<file path="config.mk">
export PLATFORM = sky130hd
export DESIGN_NAME = lcd_bus_monitor_flat
export DESIGN_NICKNAME = d
export VERILOG_FILES = /design/src/rtl/lcd_bus_monitor_if.sv /design/src/rtl/lcd_bus_monitor.sv /design/src/flat_wrapper.sv
export SDC_FILE = /design/constraint.sdc
export NUM_CORES = 1
export LEC_CHECK = 0
export CAP_MARGIN = 0
export CORE_MARGIN = 2
export CORE_UTILIZATION = 44
export CTS_BUF_LIST = sky130_fd_sc_hd__clkbuf_2
export DETAILED_ROUTE_END_ITERATION = 10
export GPL_ROUTABILITY_DRIVEN = 0
export SLEW_MARGIN = 15
export SYNTH_ARGS = -nofsm -noshare
export SYNTH_HDL_FRONTEND = slang
export SYNTH_SLANG_ARGS = --single-unit
</file>
<file path="constraint.sdc">
create_clock -name clk2 -period 5.1 [get_ports clk2]
set_input_delay 1.275 -clock clk2 [delete_from_list [all_inputs] [get_ports clk2]]
set_output_delay 1.275 -clock clk2 [all_outputs]
set_load 0.005 [all_outputs]
</file>
<file path="src/rtl/lcd_bus_monitor_if.sv">
// LCD parallel bus as driven by a host (master) and observed by a passive monitor (slave).
interface lcd_bus_monitor_if;
   logic [7:0] lcd_data;
   logic       lcd_rs;
   logic       lcd_rw;
   logic       lcd_en;

   modport master (output lcd_data, output lcd_rs, output lcd_rw, output lcd_en);
   modport slave  (input  lcd_data, input  lcd_rs, input  lcd_rw, input  lcd_en);
endinterface

</file>
<file path="src/rtl/lcd_bus_monitor.sv">
// Passive HD44780-style bus monitor: decodes committed LCD transfers into a 2x16 shadow
// of the display plus cursor/mode state, with a multi-cycle clear-display fill.
module lcd_bus_monitor #(
   parameter logic [7:0] CLEAR_CHAR = 8'h20
) (
   input  logic             clk2,
   input  logic             rst,
   lcd_bus_monitor_if.slave bus,
   input  logic [4:0]       rd_addr,
   output logic [7:0]       rd_char,
   output logic [6:0]       cursor,
   output logic             disp_on,
   output logic             cursor_on,
   output logic             blink_on,
   output logic             incr,
   output logic             two_line,
   output logic             busy,
   output logic             cmd_strobe,
   output logic             char_strobe,
   output logic             err
);

   typedef enum logic [0:0] {ST_IDLE = 1'b0, ST_CLR = 1'b1} state_t;

   logic       r_en_s1, r_en_s2, r_en_s3;
   logic       r_rs_s1, r_rs_s2;
   logic       r_rw_s1, r_rw_s2;
   logic [7:0] r_data_s1, r_data_s2;
   logic       r_pend_vld, r_pend_rs, r_pend_rw;
   logic [7:0] r_pend_data;

   state_t     r_state;
   logic [4:0] r_clr_idx;
   logic [6:0] r_cursor;
   logic       r_disp_on, r_cursor_on, r_blink_on, r_incr, r_two_line;
   logic       r_busy, r_cmd_strobe, r_char_strobe, r_err;
   logic [7:0] r_rd_char;
   logic [7:0] r_mem [0:31];

   logic       w_mem_we;
   logic [4:0] w_mem_addr;
   logic [7:0] w_mem_wdata;

   // Next DDRAM address after a character write; the two lines form one 32-cell ring.
   function automatic logic [6:0] f_step(input logic [6:0] c, input logic up);
      logic [6:0] n;
      if (up) begin
         if (c == 7'h0F)      n = 7'h40;
         else if (c == 7'h4F) n = 7'h00;
         else                 n = c + 7'd1;
      end else begin
         if (c == 7'h00)      n = 7'h4F;
         else if (c == 7'h40) n = 7'h0F;
         else                 n = c - 7'd1;
      end
      return n;
   endfunction

   // Bus synchronizers, falling-edge detect and transfer capture stage.
   always_ff @(posedge clk2 or negedge rst) begin
      if (!rst) begin
         r_en_s1     <= 1'b1;
         r_en_s2     <= 1'b1;
         r_en_s3     <= 1'b1;
         r_rs_s1     <= 1'b0;
         r_rs_s2     <= 1'b0;
         r_rw_s1     <= 1'b0;
         r_rw_s2     <= 1'b0;
         r_data_s1   <= 8'h00;
         r_data_s2   <= 8'h00;
         r_pend_vld  <= 1'b0;
         r_pend_rs   <= 1'b0;
         r_pend_rw   <= 1'b0;
         r_pend_data <= 8'h00;
      end else begin
         r_en_s1     <= bus.lcd_en;
         r_en_s2     <= r_en_s1;
         r_en_s3     <= r_en_s2;
         r_rs_s1     <= bus.lcd_rs;
         r_rs_s2     <= r_rs_s1;
         r_rw_s1     <= bus.lcd_rw;
         r_rw_s2     <= r_rw_s1;
         r_data_s1   <= bus.lcd_data;
         r_data_s2   <= r_data_s1;
         r_pend_vld  <= r_en_s3 & ~r_en_s2;
         r_pend_rs   <= r_rs_s2;
         r_pend_rw   <= r_rw_s2;
         r_pend_data <= r_data_s2;
      end
   end

   // Control FSM: commits captured transfers and sequences the clear fill.
   always_ff @(posedge clk2 or negedge rst) begin
      if (!rst) begin
         r_state       <= ST_IDLE;
         r_clr_idx     <= 5'd0;
         r_cursor      <= 7'h00;
         r_disp_on     <= 1'b0;
         r_cursor_on   <= 1'b0;
         r_blink_on    <= 1'b0;
         r_incr        <= 1'b1;
         r_two_line    <= 1'b0;
         r_busy        <= 1'b0;
         r_cmd_strobe  <= 1'b0;
         r_char_strobe <= 1'b0;
         r_err         <= 1'b0;
      end else begin
         r_cmd_strobe  <= 1'b0;
         r_char_strobe <= 1'b0;
         case (r_state)
            ST_IDLE: begin
               if (r_pend_vld) begin
                  if (r_pend_rw) begin
                     r_err <= 1'b1;
                  end else if (r_pend_rs) begin
                     r_char_strobe <= 1'b1;
                     r_cursor      <= f_step(r_cursor, r_incr);
                  end else begin
                     r_cmd_strobe <= 1'b1;
                     casez (r_pend_data)
                        8'b1???????: begin
                           // Addresses outside the two 16-cell windows fold onto them.
                           r_cursor <= {r_pend_data[6], 2'b00, r_pend_data[3:0]};
                           if (|r_pend_data[5:4]) r_err <= 1'b1;
                        end
                        8'b01??????: begin end
                        8'b001?????: r_two_line <= r_pend_data[3];
                        8'b0001????: begin end
                        8'b00001???: {r_disp_on, r_cursor_on, r_blink_on} <= r_pend_data[2:0];
                        8'b000001??: r_incr <= r_pend_data[1];
                        8'b0000001?: r_cursor <= 7'h00;
                        8'b00000001: begin
                           r_state   <= ST_CLR;
                           r_busy    <= 1'b1;
                           r_clr_idx <= 5'd0;
                        end
                        default: begin end
                     endcase
                  end
               end
            end
            ST_CLR: begin
               if (r_pend_vld) r_err <= 1'b1;
               if (r_clr_idx == 5'd31) begin
                  r_state  <= ST_IDLE;
                  r_busy   <= 1'b0;
                  r_cursor <= 7'h00;
                  r_incr   <= 1'b1;
               end else begin
                  r_clr_idx <= r_clr_idx + 5'd1;
               end
            end
            default: begin
               r_state <= ST_IDLE;
               r_busy  <= 1'b0;
            end
         endcase
      end
   end

   // Shadow write port: clear fill has priority, dropped transfers never write.
   always_comb begin
      w_mem_we    = 1'b0;
      w_mem_addr  = 5'd0;
      w_mem_wdata = 8'h00;
      if (r_state == ST_CLR) begin
         w_mem_we    = 1'b1;
         w_mem_addr  = r_clr_idx;
         w_mem_wdata = CLEAR_CHAR;
      end else if (r_pend_vld && !r_pend_rw && r_pend_rs) begin
         w_mem_we    = 1'b1;
         w_mem_addr  = {r_cursor[6], r_cursor[3:0]};
         w_mem_wdata = r_pend_data;
      end else begin
         w_mem_we    = 1'b0;
         w_mem_addr  = 5'd0;
         w_mem_wdata = 8'h00;
      end
   end

   // Shadow storage, intentionally without reset.
   always_ff @(posedge clk2) begin
      if (w_mem_we) r_mem[w_mem_addr] <= w_mem_wdata;
   end

   // Registered read port; same-cycle collisions return the old contents.
   always_ff @(posedge clk2 or negedge rst) begin
      if (!rst) r_rd_char <= 8'h00;
      else      r_rd_char <= r_mem[rd_addr];
   end

   assign rd_char     = r_rd_char;
   assign cursor      = r_cursor;
   assign disp_on     = r_disp_on;
   assign cursor_on   = r_cursor_on;
   assign blink_on    = r_blink_on;
   assign incr        = r_incr;
   assign two_line    = r_two_line;
   assign busy        = r_busy;
   assign cmd_strobe  = r_cmd_strobe;
   assign char_strobe = r_char_strobe;
   assign err         = r_err;

endmodule

</file>
<file path="src/flat_wrapper.sv">
// flat-port wrapper written by rule: the top's interface ports become plain ports
module lcd_bus_monitor_flat 
#(
   parameter logic [7:0] CLEAR_CHAR = 8'h20
)
  (clk2, rst, rd_addr, rd_char, cursor, disp_on, cursor_on, blink_on, incr, two_line, busy, cmd_strobe, char_strobe, err, bus_lcd_data, bus_lcd_rs, bus_lcd_rw, bus_lcd_en);
  lcd_bus_monitor_if bus_i ();
  input  logic clk2;
  input  logic rst;
  input  logic [4:0] rd_addr;
  output logic [7:0] rd_char;
  output logic [6:0] cursor;
  output logic disp_on;
  output logic cursor_on;
  output logic blink_on;
  output logic incr;
  output logic two_line;
  output logic busy;
  output logic cmd_strobe;
  output logic char_strobe;
  output logic err;
  input wire logic [$bits(bus_i.lcd_data)-1:0] bus_lcd_data;
  input wire logic [$bits(bus_i.lcd_rs)-1:0] bus_lcd_rs;
  input wire logic [$bits(bus_i.lcd_rw)-1:0] bus_lcd_rw;
  input wire logic [$bits(bus_i.lcd_en)-1:0] bus_lcd_en;
  assign bus_i.lcd_data = bus_lcd_data;
  assign bus_i.lcd_rs = bus_lcd_rs;
  assign bus_i.lcd_rw = bus_lcd_rw;
  assign bus_i.lcd_en = bus_lcd_en;
  lcd_bus_monitor #(.CLEAR_CHAR(CLEAR_CHAR)) u_core (.clk2(clk2), .rst(rst), .bus(bus_i), .rd_addr(rd_addr), .rd_char(rd_char), .cursor(cursor), .disp_on(disp_on), .cursor_on(cursor_on), .blink_on(blink_on), .incr(incr), .two_line(two_line), .busy(busy), .cmd_strobe(cmd_strobe), .char_strobe(char_strobe), .err(err));
endmodule
</file>
After elaboration in Yosys (flattened, before gate mapping)
Memories as Yosys holds them, arrays and structs flattened. A register that Yosys moved wholly into a read port is not among the register bits.
Index checks and enable logic that the tools add are counted.

storage, ports and cells
  register bits after elaboration = 56
  RAM bits = 256
  input port bits = 18
  memories kept = 1

cells by class
  add/sub/neg operators = 3
  equal/unequal tests = 21
  muxes and demuxes = 58
  bitwise gates (word level) = 5
  reduce and logical (&&, ||, !) cells = 13

memory list
  name          depth  width  rd ports  clocked after Yosys merged registers in  write ports  line                   source
  u_core.r_mem  32     8      1         1                                        1            lcd_bus_monitor.sv:38  logic [7:0] r_mem [0:31];

operators with widths
  operator                                                            count
  7-bit two-way mux                                                   9
  5-bit two-way mux                                                   7
  1-bit two-way mux                                                   33
  5-bit AND reduction                                                 6
  7-bit one-hot mux with 2 select lines                               2
  8-bit two-way mux                                                   2
  7-bit == test, second input constant                                2
  2-bit != test, second input constant                                6
  5-bit one-hot mux with 2 select lines                               1
  8-bit by 1-bit == test with 1-bit output, second input constant     1
  1-bit one-hot mux with 2 select lines                               4
  7-bit by 1-bit adder with 7-bit output, second input constant       1
  7-bit by 1-bit == test with 1-bit output, second input constant     1
  7-bit by 4-bit == test with 1-bit output, second input constant     1
  7-bit zero test                                                     1
  7-bit by 1-bit subtractor with 7-bit output, second input constant  1
  6-bit by 1-bit == test with 1-bit output, second input constant     1
  3-bit by 1-bit != test with 1-bit output, second input constant     2
  5-bit by 1-bit adder with 5-bit output, second input constant       1
  5-bit by 1-bit == test with 1-bit output, second input constant     1
  5-bit == test, second input constant                                1
  2-bit by 1-bit != test with 1-bit output, second input constant     2
  4-bit by 2-bit != test with 1-bit output, second input constant     1
  1-bit inverter                                                      4
  7 further kinds                                                     9

Logic depth before layout (Yosys ltp)
Gate-level depths: netlist (run 1).

  word-level depth = 8
  mapped depth = 7

Worst setup path before layout (run 1)
Ideal clock, no wire load.

  path type = input-to-reg
  from = input rd_addr[1]
  to = register u_core.r_rd_char[4], in the netlist u_core.rd_char[4] (read register of u_core.r_mem)
  library setup time = 125 ps
  arrival time = 2338 ps
  required time = 4975 ps
  setup slack = 2637 ps
  stages on the path = 5
  path buffers = 2
  cells stage by stage = buf_6 > buf_4 > mux4_2 > o22ai_1 > nor4_1

RTL lines
  element             line                   source
  start: declaration  flat_wrapper.sv:10     input logic [4:0] rd_addr;
  end: declaration    lcd_bus_monitor.sv:37  logic [7:0] r_rd_char;

Worst setup path after layout (run 1)
  from = register u_core.r_state
  to = memory u_core.r_mem[28][1] (enable)

on the way
  word-level cells in the longest chain between the ends = 3

ends and longest elaborated chain
  element                                  line                    source
  start: declaration                       lcd_bus_monitor.sv:32   state_t r_state;
  start signal: assignment                 lcd_bus_monitor.sv:95   r_state <= ST_IDLE;
  start signal: assignment                 lcd_bus_monitor.sv:133  r_state <= ST_CLR;
  start signal: assignment                 lcd_bus_monitor.sv:145  r_state <= ST_IDLE;
  1-bit two-way mux                        lcd_bus_monitor.sv:166  if (r_state == ST_CLR) begin
  1-bit two-way mux                        lcd_bus_monitor.sv:183  if (w_mem_we) r_mem[w_mem_addr] <= w_mem_wdata;
  1-bit two-way mux (not written as such)  lcd_bus_monitor.sv:183
  end: declaration                         lcd_bus_monitor.sv:38

Parallel ways exist; a longest one is shown, timed or not.

==> results.py, run 1 <==
metrics = {
    "outcome": {
        "run_status": "finished, final reports clean",
    },
    "critical_path": {
        "path_class": "reg2reg",
        "endpoint": "u_core.r_mem[28][1]",
        "r2r-end": "u_core.r_mem[28][1]",
        "crit_path_end_kind": "flop",
        "crit_required_ns": 5.57,
        "r2r_slack_ns": 1.75,
        "worstReg2RegStart": "u_core.r_state",
        "start_kind": "flop",
        "critPathLaunch": "u_core.r_state",
        "crit_fanout": 24,
        "rr_worst_depth": 4,
        "arrival_ns": 3.82,
    },
    "cts": {
        "cts_sinks": 320,
        "cts_hold_buffers": 0,
        "cts-buffers-inserted": 82,
        "root_buffer": "clkbuf_2",
        "cts_tree": "done",
        "insertion_delay_ns": 0.91,
        "path_clk_slew_ns": 0.10,
        "clockBufferDepth": 3,
        "cts-resized-gates": 0,
        "cts_setup_buffers": 0,
        "htreeDepth": 3,
    },
    "timing": {
        "setup-tns-final_ns": 0,
        "setup-violations-final": 0,
        "report.final.hold_viol_count": 0,
        "tightest_slew_ns": 1.09,
        "slew_viol_final": 0,
        "worst_slack_ns": 1.75,
        "rsz0062_at_grt": "false",
        "post-route-min-period_ns": 3.35,
        "slew-limit-headroom": 0.272,
        "fmax_mhz": 298,
        "fin_hold_ws_ns": 0.341,
        "finalCritPeriodShare": 0.658,
        "fin_skew_ns": 0.103,
    },
    "synth": {
        "syn_inst": 633,
        "synth_cell_types": 60,
        "synth_xor_xnor_area_share": 0.00142,
        "synth-adder-area-share": 0.00405,
        "ys_seq_elements": 320,
        "synth-async-reset-ratio": 0.200,
        "synthSimpleGateAreaFrac": 0.0550,
        "syn-num-nets": 655,
        "yosys_warnings": 0,
        "muxShareOfSynthArea": 0.125,
        "synth_edf_count": 256,
        "syn_avg_cell_area_um2": 19.5,
        "synth_top_family_by_area": "multiplexers",
        "syn_area_um2": 12300,
        "yosysSeqAreaShare": 0.753,
        "synth_compound_area_frac": 0.0457,
        "synthFlopType": "edfxtp_1",
    },
    "routing": {
        "ant_nets": 0,
        "vias_per_cell": 5.53,
        "vias": 6521,
        "routedWlPerCell_um": 23.0,
        "drc": 0,
        "dr.pass1.iters": 5,
        "drt_iter0_markers": 630,
        "wl_um": 27100,
    },
    "die": {
        "start_util": 0.446,
        "die_y_um": 172,
        "die_x_um": 172,
        "rows": 61,
        "dieArea_um2": 29400,
        "io_pins": 42,
        "core_area_um2": 27700,
    },
    "grt": {
        "track_usage": 0.192,
        "grt_pass1_vias": 6829,
        "grt-ovfl-total": 0,
        "grt_pass1_wl_um": 41100,
        "antenna_found_initial": 1,
        "grt_start_max_net_pins": 35,
    },
    "final_layout": {
        "multi_input_area_um2": 2880,
        "fillers": 2287,
        "syn_to_final_growth_pct": 12.5,
        "drive_gt1_frac": 0.285,
        "nets": 763,
        "seqCellArea_um2": 9290,
    },
    "pwr": {
        "p_leak_nw": 4.80,
        "powerDensity_nw_per_um2": 356,
        "peakVddDrop_v": 0.000156,
    },
    "placement": {
        "port_buffers": 41,
        "place_ws_ns": 1.68,
        "post-dp-hpwl_um": 17200,
    },
    "run": {
        "drv_cap": 0,
    },
    "hold_path": {
        "hp-class": "reg2reg",
    },
}
## how the worst min path moves through the flow
stage / from / endpoint / slack (ns) / cells past startpoint
final: u_core.r_data_s2[1] / u_core.r_pend_data[1] / 0.34 / 0
after global placement: u_core.r_data_s2[0] / u_core.r_pend_data[0] / 0.33 / 0
after floorplan: u_core.r_data_s1[0] / u_core.r_data_s2[0] / 0.33 / 0
after global routing: u_core.r_data_s1[7] / u_core.r_data_s2[7] / 0.36 / 0
after detailed placement: u_core.r_data_s2[1] / u_core.r_pend_data[1] / 0.33 / 0
after CTS: u_core.r_data_s2[1] / u_core.r_pend_data[1] / 0.34 / 0
## report_power, final
part / total (W) / internal (W) / switching [W] / leakage, nW
Sequential: 0.00291 / 0.00284 / 0.0000690 / 3.14
Combinational: 0.000343 / 0.000169 / 0.000173 / 1.10
Clock: 0.00169 / 0.000685 / 0.00101 / 0.556
Total: 0.00495 / 0.00370 / 0.00125 / 4.80
## cell usage after synthesis (3+ instances only)
master / number / area share
a211o_1: 5 / 0.0035
a211oi_1: 3 / 0.0018
a21oi_1: 3 / 0.0012
a22o_1: 5 / 0.0035
a22oi_1: 3 / 0.0018
a31oi_2: 3 / 0.0030
and2_1: 6 / 0.0030
buf_1: 4 / 0.0012
buf_2: 9 / 0.0036
buf_6: 7 / 0.0064
clkbuf_1: 3 / 0.00091
dfrtp_1: 60 / 0.12
dfstp_2: 4 / 0.0085
edfxtp_1: 256 / 0.62
ha_1: 4 / 0.0041
inv_1: 8 / 0.0024
mux2_1: 4 / 0.0036
mux2i_1: 4 / 0.0032
mux4_2: 64 / 0.12
nand2_1: 10 / 0.0030
nand2b_1: 7 / 0.0035
nand3_1: 12 / 0.0049
nand3b_1: 4 / 0.0024
nor2_1: 46 / 0.014
nor2b_1: 6 / 0.0030
nor3_1: 4 / 0.0016
nor4_1: 9 / 0.0046
o21a_1: 3 / 0.0018
o21ai_1: 4 / 0.0016
o22ai_1: 35 / 0.018
## stage by stage
stage,utilization,total power [W],cells,area [µm²]
after floorplan,-,0.00315,633,12300
after global placement,0.475,0.00331,1035,13200
after detailed placement,0.475,0.00332,1035,13200
after CTS,0.501,0.00501,1178,13900
after global routing,0.502,0.00518,1179,13900
final,0.502,0.00495,1179,13900
## kinds of logic (layout without fill, tap and decap cells)
family | count (synthesis) | in the layout
other | 0 | 1
flip-flops | 320 | 320
AND/OR/NAND/NOR | 122 | 122
AO/OA/AOI/OAI | 78 | 78
XOR/XNOR | 2 | 2
buffers and inverters | 33 | 200
multiplexers | 74 | 74
adder cells (fa/ha/maj) | 4 | 4
## layer usage
layer / vias to the layer above / GRT usage / wire (µm)
li1: 2857 / - / -
met1: 3403 / 0.246 / 11100
met2: 216 / 0.318 / 13800
met3: 45 / 0.0483 / 1620
met4: 0 / 0.0715 / 595
met5: - / 0 / 0
## worst max-delay path, stage by stage (launching register included)
cell      delay (ns)
dfrtp_1         0.66
nand2b_1        0.36
nor2_1          0.65
a32oi_1         0.53
nor2_1          0.80
## sequential cells by signal, indices dropped and copies added, names as in the netlist, 5 cells and up
name and count:
u_core.cursor 7, u_core.r_clr_idx 5, u_core.r_data_s1 8, u_core.r_data_s2 8, u_core.r_mem 256, u_core.r_pend_data 8, u_core.rd_char 8
## cells in the final DEF (no fill, tap or decap), drive strengths merged, types with 10 or more instances in the layout
master / synthesis / routed
nand3: 13 / 13
inv: 8 / 10
dfrtp: 60 / 60
clkdlybuf4s50: 0 / 38
clkinv: 0 / 16
nand2: 10 / 10
mux4: 64 / 64
o22ai: 35 / 35
edfxtp: 256 / 256
clkbuf: 4 / 121
nor4: 10 / 10
buf: 21 / 11
nor2: 46 / 46
## final cells by class
type,count,area share
Sequential cell,320,0.669
Multi-Input combinational cell,280,0.207
Clock buffer,121,0.0436
Timing Repair Buffer,49,0.0348
Tap cell,378,0.0340
Clock inverter,22,0.00919
Inverter,8,0.00216
Antenna cell,1,0.000180
Note: power is estimated with default switching activity, not from simulation.
==> inputs of run 2 (changes only) <==
- clock period: 5.1 -> 3.1 ns (I/O delays scaled with it)
==> run 2 against run 1 <==
Compared with the run above: design area is 2.2% higher; highest routed layer unchanged; count of clock-buffer cells in the layout is 10 lower; combinational power is 70% higher; clock skew is 0.0029 ns higher; critical endpoint is now incr; sequential power is 65% higher; critical path depth is 3 lower; cell count is 3.1% higher; sequential cell count stayed put; first-iteration DRC count is 2.5% lower; total power is 63% higher.
==> results.py, run 2 (synthesized netlist as in run 1, its figures left out) <==
metrics = {
    "outcome": {
        "run_status": "finished, final reports clean",
    },
    "timing": {
        "fin_hold_ws_ns": 0.342,
        "rsz0062_at_grt": "false",
        "slew_viol_final": 0,
        "fmax_mhz": 353,
        "report.final.hold_viol_count": 0,
        "fin_skew_ns": 0.106,
        "slew-limit-headroom": 0.254,
        "worst_slack_ns": 0.270,
        "finalCritPeriodShare": 0.913,
        "post-route-min-period_ns": 2.83,
        "setup-violations-final": 0,
        "tightest_slew_ns": 1.12,
        "setup-tns-final_ns": 0,
    },
    "critical_path": {
        "r2r_slack_ns": 0.44,
        "endpoint": "incr",
        "slowest_delay_ns": 0.67,
        "r2r-end": "u_core.r_mem[20][0]",
        "arrival_ns": 2.06,
        "rr_worst_depth": 5,
        "crit_chain": "clkdlybuf4s50_1",
        "worstReg2RegStart": "u_core.r_pend_rs",
        "crit_required_ns": 2.32,
        "path_class": "reg2out",
        "path_depth": 1,
        "start_kind": "flop",
        "critPathTopFamily": "flip-flops",
        "critPathBufInv": 1,
        "crit_fanout": 9,
        "crit_slowest_cell": "dfstp_2",
        "crit_path_end_kind": "output port",
        "critPathLaunch": "u_core.incr",
    },
    "grt": {
        "antenna_found_initial": 1,
        "grt_pass1_wl_um": 41000,
        "grt-ovfl-total": 0,
        "grt_pass1_vias": 7005,
        "track_usage": 0.190,
        "grt_start_max_net_pins": 65,
    },
    "die": {
        "dieArea_um2": 29400,
        "die_y_um": 172,
        "io_pins": 42,
        "rows": 61,
        "core_area_um2": 27700,
        "start_util": 0.446,
        "die_x_um": 172,
    },
    "pwr": {
        "p_leak_nw": 4.99,
        "internal_power_w": 0.00603,
        "powerDensity_nw_per_um2": 566,
        "switching_share": 0.251,
        "switching_power_w": 0.00202,
        "clkPwrFrac": 0.333,
        "power_frac_comb": 0.072,
        "peakVddDrop_v": 0.000241,
        "seqPwrFrac": 0.595,
    },
    "cts": {
        "cts_hold_buffers": 1,
        "path_clk_slew_ns": 0.09,
        "cts-resized-gates": 0,
        "htreeDepth": 3,
        "root_buffer": "clkbuf_2",
        "clockBufferDepth": 3,
        "cts_setup_buffers": 0,
        "cts_sinks": 320,
        "insertion_delay_ns": 0.84,
        "cts_tree": "done",
        "cts-buffers-inserted": 79,
    },
    "hold_path": {
        "hp-class": "reg2reg",
    },
    "placement": {
        "post-dp-hpwl_um": 16600,
        "place_ws_ns": 0.503,
        "dp_cells": 1076,
        "port_buffers": 41,
    },
    "routing": {
        "drt_iter0_markers": 614,
        "vias_per_cell": 5.41,
        "wl_um": 26900,
        "dr.pass1.iters": 5,
        "routedWlPerCell_um": 22.1,
        "drc": 0,
        "ant_nets": 0,
        "vias": 6568,
    },
    "final_layout": {
        "layout_common_cells": "256 x edfxtp_1, 111 x clkbuf_2, 64 x mux4_2, 60 x dfrtp_1",
        "layout.cells.non_filler": 1215,
        "fillers": 2263,
        "seqCellArea_um2": 9290,
        "nets": 802,
        "multi_input_area_um2": 2870,
        "drive_gt1_frac": 0.304,
        "largest_reg_flops": 256,
        "layout_commonest_cell": "edfxtp_1",
        "regMostFlops": "u_core.r_mem",
        "syn_to_final_growth_pct": 15.0,
    },
    "run": {
        "drv_cap": 0,
    },
}
run 2: worst min path at each step:
| stage | end | slack [ns] | depth (start not counted) | start |
|---|---|---|---|---|
| after CTS | u_core.r_data_s1[1] | 0.25 | 1 | bus_lcd_data[1] |
| after global routing | u_core.r_data_s1[2] | 0.26 | 1 | bus_lcd_data[2] |
| after global placement | u_core.r_pend_data[0] | 0.33 | 0 | u_core.r_data_s2[0] |
| after floorplan | u_core.r_data_s2[0] | 0.33 | 0 | u_core.r_data_s1[0] |
| after detailed placement | u_core.r_data_s2[6] | 0.33 | 0 | u_core.r_data_s1[6] |
| final | u_core.r_data_s2[7] | 0.34 | 0 | u_core.r_data_s1[7] |
run 2: final cells by class:
| type | count | area share |
|---|---|---|
| Sequential cell | 320 | 0.654 |
| Multi-Input combinational cell | 280 | 0.202 |
| Timing Repair Buffer | 91 | 0.0581 |
| Clock buffer | 111 | 0.0391 |
| Tap cell | 378 | 0.0333 |
| Clock inverter | 26 | 0.0106 |
| Inverter | 8 | 0.00211 |
| Antenna cell | 1 | 0.000176 |
run 2: layer usage:
metal  share of wire  vias to the layer above  track usage
li1                -                     2936            -
met1            0.42                     3383        0.248
met2            0.51                      216        0.317
met3           0.060                       33       0.0481
met4           0.015                        0       0.0571
met5               0                        -            0
run 2: power groups by stage:
| stage | Sequential [W] | Clock [W] | Combinational [W] |
|---|---|---|---|
| after floorplan | 0.00485 | 0 | 0.000339 |
| after global routing | 0.00480 | 0.00302 | 0.000638 |
| after global placement | 0.00487 | 0 | 0.000570 |
| after CTS | 0.00478 | 0.00280 | 0.000588 |
| after detailed placement | 0.00488 | 0 | 0.000580 |
| final | 0.00479 | 0.00268 | 0.000583 |
run 2: stage by stage:
step           utilization  total power (W)  cell area, µm²
2_1_floorplan            -          0.00519           12300
3_3_place_gp         0.487          0.00544           13500
3_5_place_dp         0.487          0.00546           13500
4_1_cts              0.513          0.00818           14200
5_1_grt              0.513          0.00845           14200
6_report             0.513          0.00805           14200
==> inputs of run 3 (changes only) <==
- HOLD_SLACK_MARGIN: unset -> 0.08
- SETUP_SLACK_MARGIN: unset -> 0.4
==> run 3 against run 2 <==
Compared with the run above: hold slack got worse by 0.0014 ns; clock skew rose by 0.0012 ns; via count rose by 1.1%; total power rose by 0.60%.
==> results.py, run 3 (synthesized netlist as in run 1, its figures left out) <==
metrics = {
    "critical_path": {
        "crit_fanout": 4,
        "path_class": "reg2out",
        "critPathTopFamily": "buffers and inverters",
        "crit_path_end_kind": "output port",
        "arrival_ns": 1.78,
        "crit_slowest_cell": "clkdlybuf4s50_1",
        "critPathBufInv": 1,
        "slowest_delay_ns": 0.52,
        "crit_chain": "clkdlybuf4s50_1",
        "crit_required_ns": 2.32,
        "start_kind": "flop",
    },
    "cts": {
        "path_clk_slew_ns": 0.09,
        "cts_tree": "done",
        "cts-buffers-inserted": 79,
        "clockBufferDepth": 3,
        "cts_sinks": 320,
        "root_buffer": "clkbuf_2",
        "insertion_delay_ns": 0.85,
        "htreeDepth": 3,
    },
    "routing": {
        "vias": 6637,
        "dr.pass1.iters": 5,
        "routedWlPerCell_um": 22.0,
        "wl_um": 27000,
        "drc": 0,
        "drt_iter0_markers": 587,
        "ant_nets": 0,
        "vias_per_cell": 5.43,
    },
    "run": {
        "drv_cap": 0,
    },
    "die": {
        "rows": 61,
        "core_area_um2": 27700,
        "dieArea_um2": 29400,
        "start_util": 0.446,
        "die_x_um": 172,
        "io_pins": 42,
        "die_y_um": 172,
    },
    "timing": {
        "report.final.hold_viol_count": 0,
        "tightest_slew_ns": 0.992,
        "setup-violations-final": 0,
        "fin_skew_ns": 0.107,
        "rsz0062_at_grt": "false",
        "post-route-min-period_ns": 2.55,
        "fin_hold_ws_ns": 0.340,
        "setup-tns-final_ns": 0,
        "slew_viol_final": 0,
        "fmax_mhz": 392,
        "slew-limit-headroom": 0.339,
        "finalCritPeriodShare": 0.823,
    },
    "final_layout": {
        "post-route-util": 0.515,
        "layout_commonest_cell": "edfxtp_1",
        "regMostFlops": "u_core.r_mem",
        "drive_gt1_frac": 0.320,
        "fillers": 2257,
        "nets": 810,
        "layout_common_cells": "256 x edfxtp_1, 111 x clkbuf_2, 64 x mux4_2, 54 x buf_4, 52 x dfrtp_1",
        "syn_to_final_growth_pct": 15.6,
        "largest_reg_flops": 256,
        "layout.cells.non_filler": 1223,
    },
    "placement": {
        "post-dp-hpwl_um": 16600,
        "port_buffers": 41,
        "dp_cells": 1076,
    },
    "pwr": {
        "powerDensity_nw_per_um2": 567,
        "p_leak_nw": 5.03,
        "peakVddDrop_v": 0.000241,
        "power.total_w": 0.00810,
    },
    "grt": {
        "antenna_found_initial": 1,
        "grt_start_max_net_pins": 65,
        "grt_pass1_vias": 7019,
        "grt_pass1_wl_um": 41100,
        "grt-ovfl-total": 0,
        "track_usage": 0.191,
    },
    "hold_path": {
        "hp-class": "reg2reg",
    },
    "outcome": {
        "run_status": "finished, final reports clean",
    },
}
## run 3: changes by cell type in the layout (fill, tap and decap cells not counted)
cell / change
buf_4: +8
clkdlybuf4s50_1: -1
dfrtp_1: -8
dfrtp_2: +8
dlygate4sd2_1: +1
## run 3: layout make-up
| type | instances | area, µm² | share of cell area |
|---|---|---|---|
| antenna | 1 | 2.50 | 0.000175 |
| timing repair buffer | 99 | 885 | 0.0620 |
| inverter | 8 | 30.0 | 0.00210 |
| clock buffer | 111 | 556 | 0.0389 |
| clock inverter | 26 | 150 | 0.0105 |
| multi-input combinational | 280 | 2870 | 0.201 |
| sequential | 320 | 9300 | 0.652 |
| tap | 378 | 473 | 0.0331 |
## run 3: per-layer routing
| metal | global-route usage | part of all wire |
|---|---|---|
| met2 | 0.317 | 0.50 |
| met4 | 0.0571 | 0.015 |
| met1 | 0.250 | 0.42 |
| met5 | 0 | 0 |
| met3 | 0.0465 | 0.060 |
## run 3: path summary, 6_finish.rpt
check,from,end,slack [ns],depth (start not counted)
min in group asynchronous,rst,u_core.cursor[0],0.60,2
worst max-delay path,u_core.cursor[6],cursor[6],0.55,1
worst min register to register,u_core.r_data_s1[7],u_core.r_data_s2[7],0.34,0
worst max register to register,u_core.r_pend_rs,u_core.r_mem[20][0],0.64,5
max in group asynchronous,rst,u_core.incr,1.77,3
worst min-delay path,u_core.r_data_s1[7],u_core.r_data_s2[7],0.34,0
## run 3: power breakdown
part / internal [W] / switching (W)
logic: 0.000319 / 0.000350
registers: 0.00468 / 0.0000612
clock network: 0.00106 / 0.00162
## run 3: per-stage QoR
| step | instance area, µm² | setup slack, ns |
|---|---|---|
| floorplan | 12300 | 0.714 |
| global placement | 13500 | 0.514 |
| detailed placement | 13500 | 0.503 |
| CTS | 14200 | 0.405 |
| global route | 14300 | 0.421 |
| finish | 14300 | 0.549 |
## run 3: what timing repair did
action / in CTS / in global routing
hold buffers: 1 / 0
resized for setup: 8 / 1
endpoints found under the hold margin: 27 / 0
endpoints found under the setup margin: 8 / 4
setup buffers: 5 / 3
gates cloned: 0 / 0
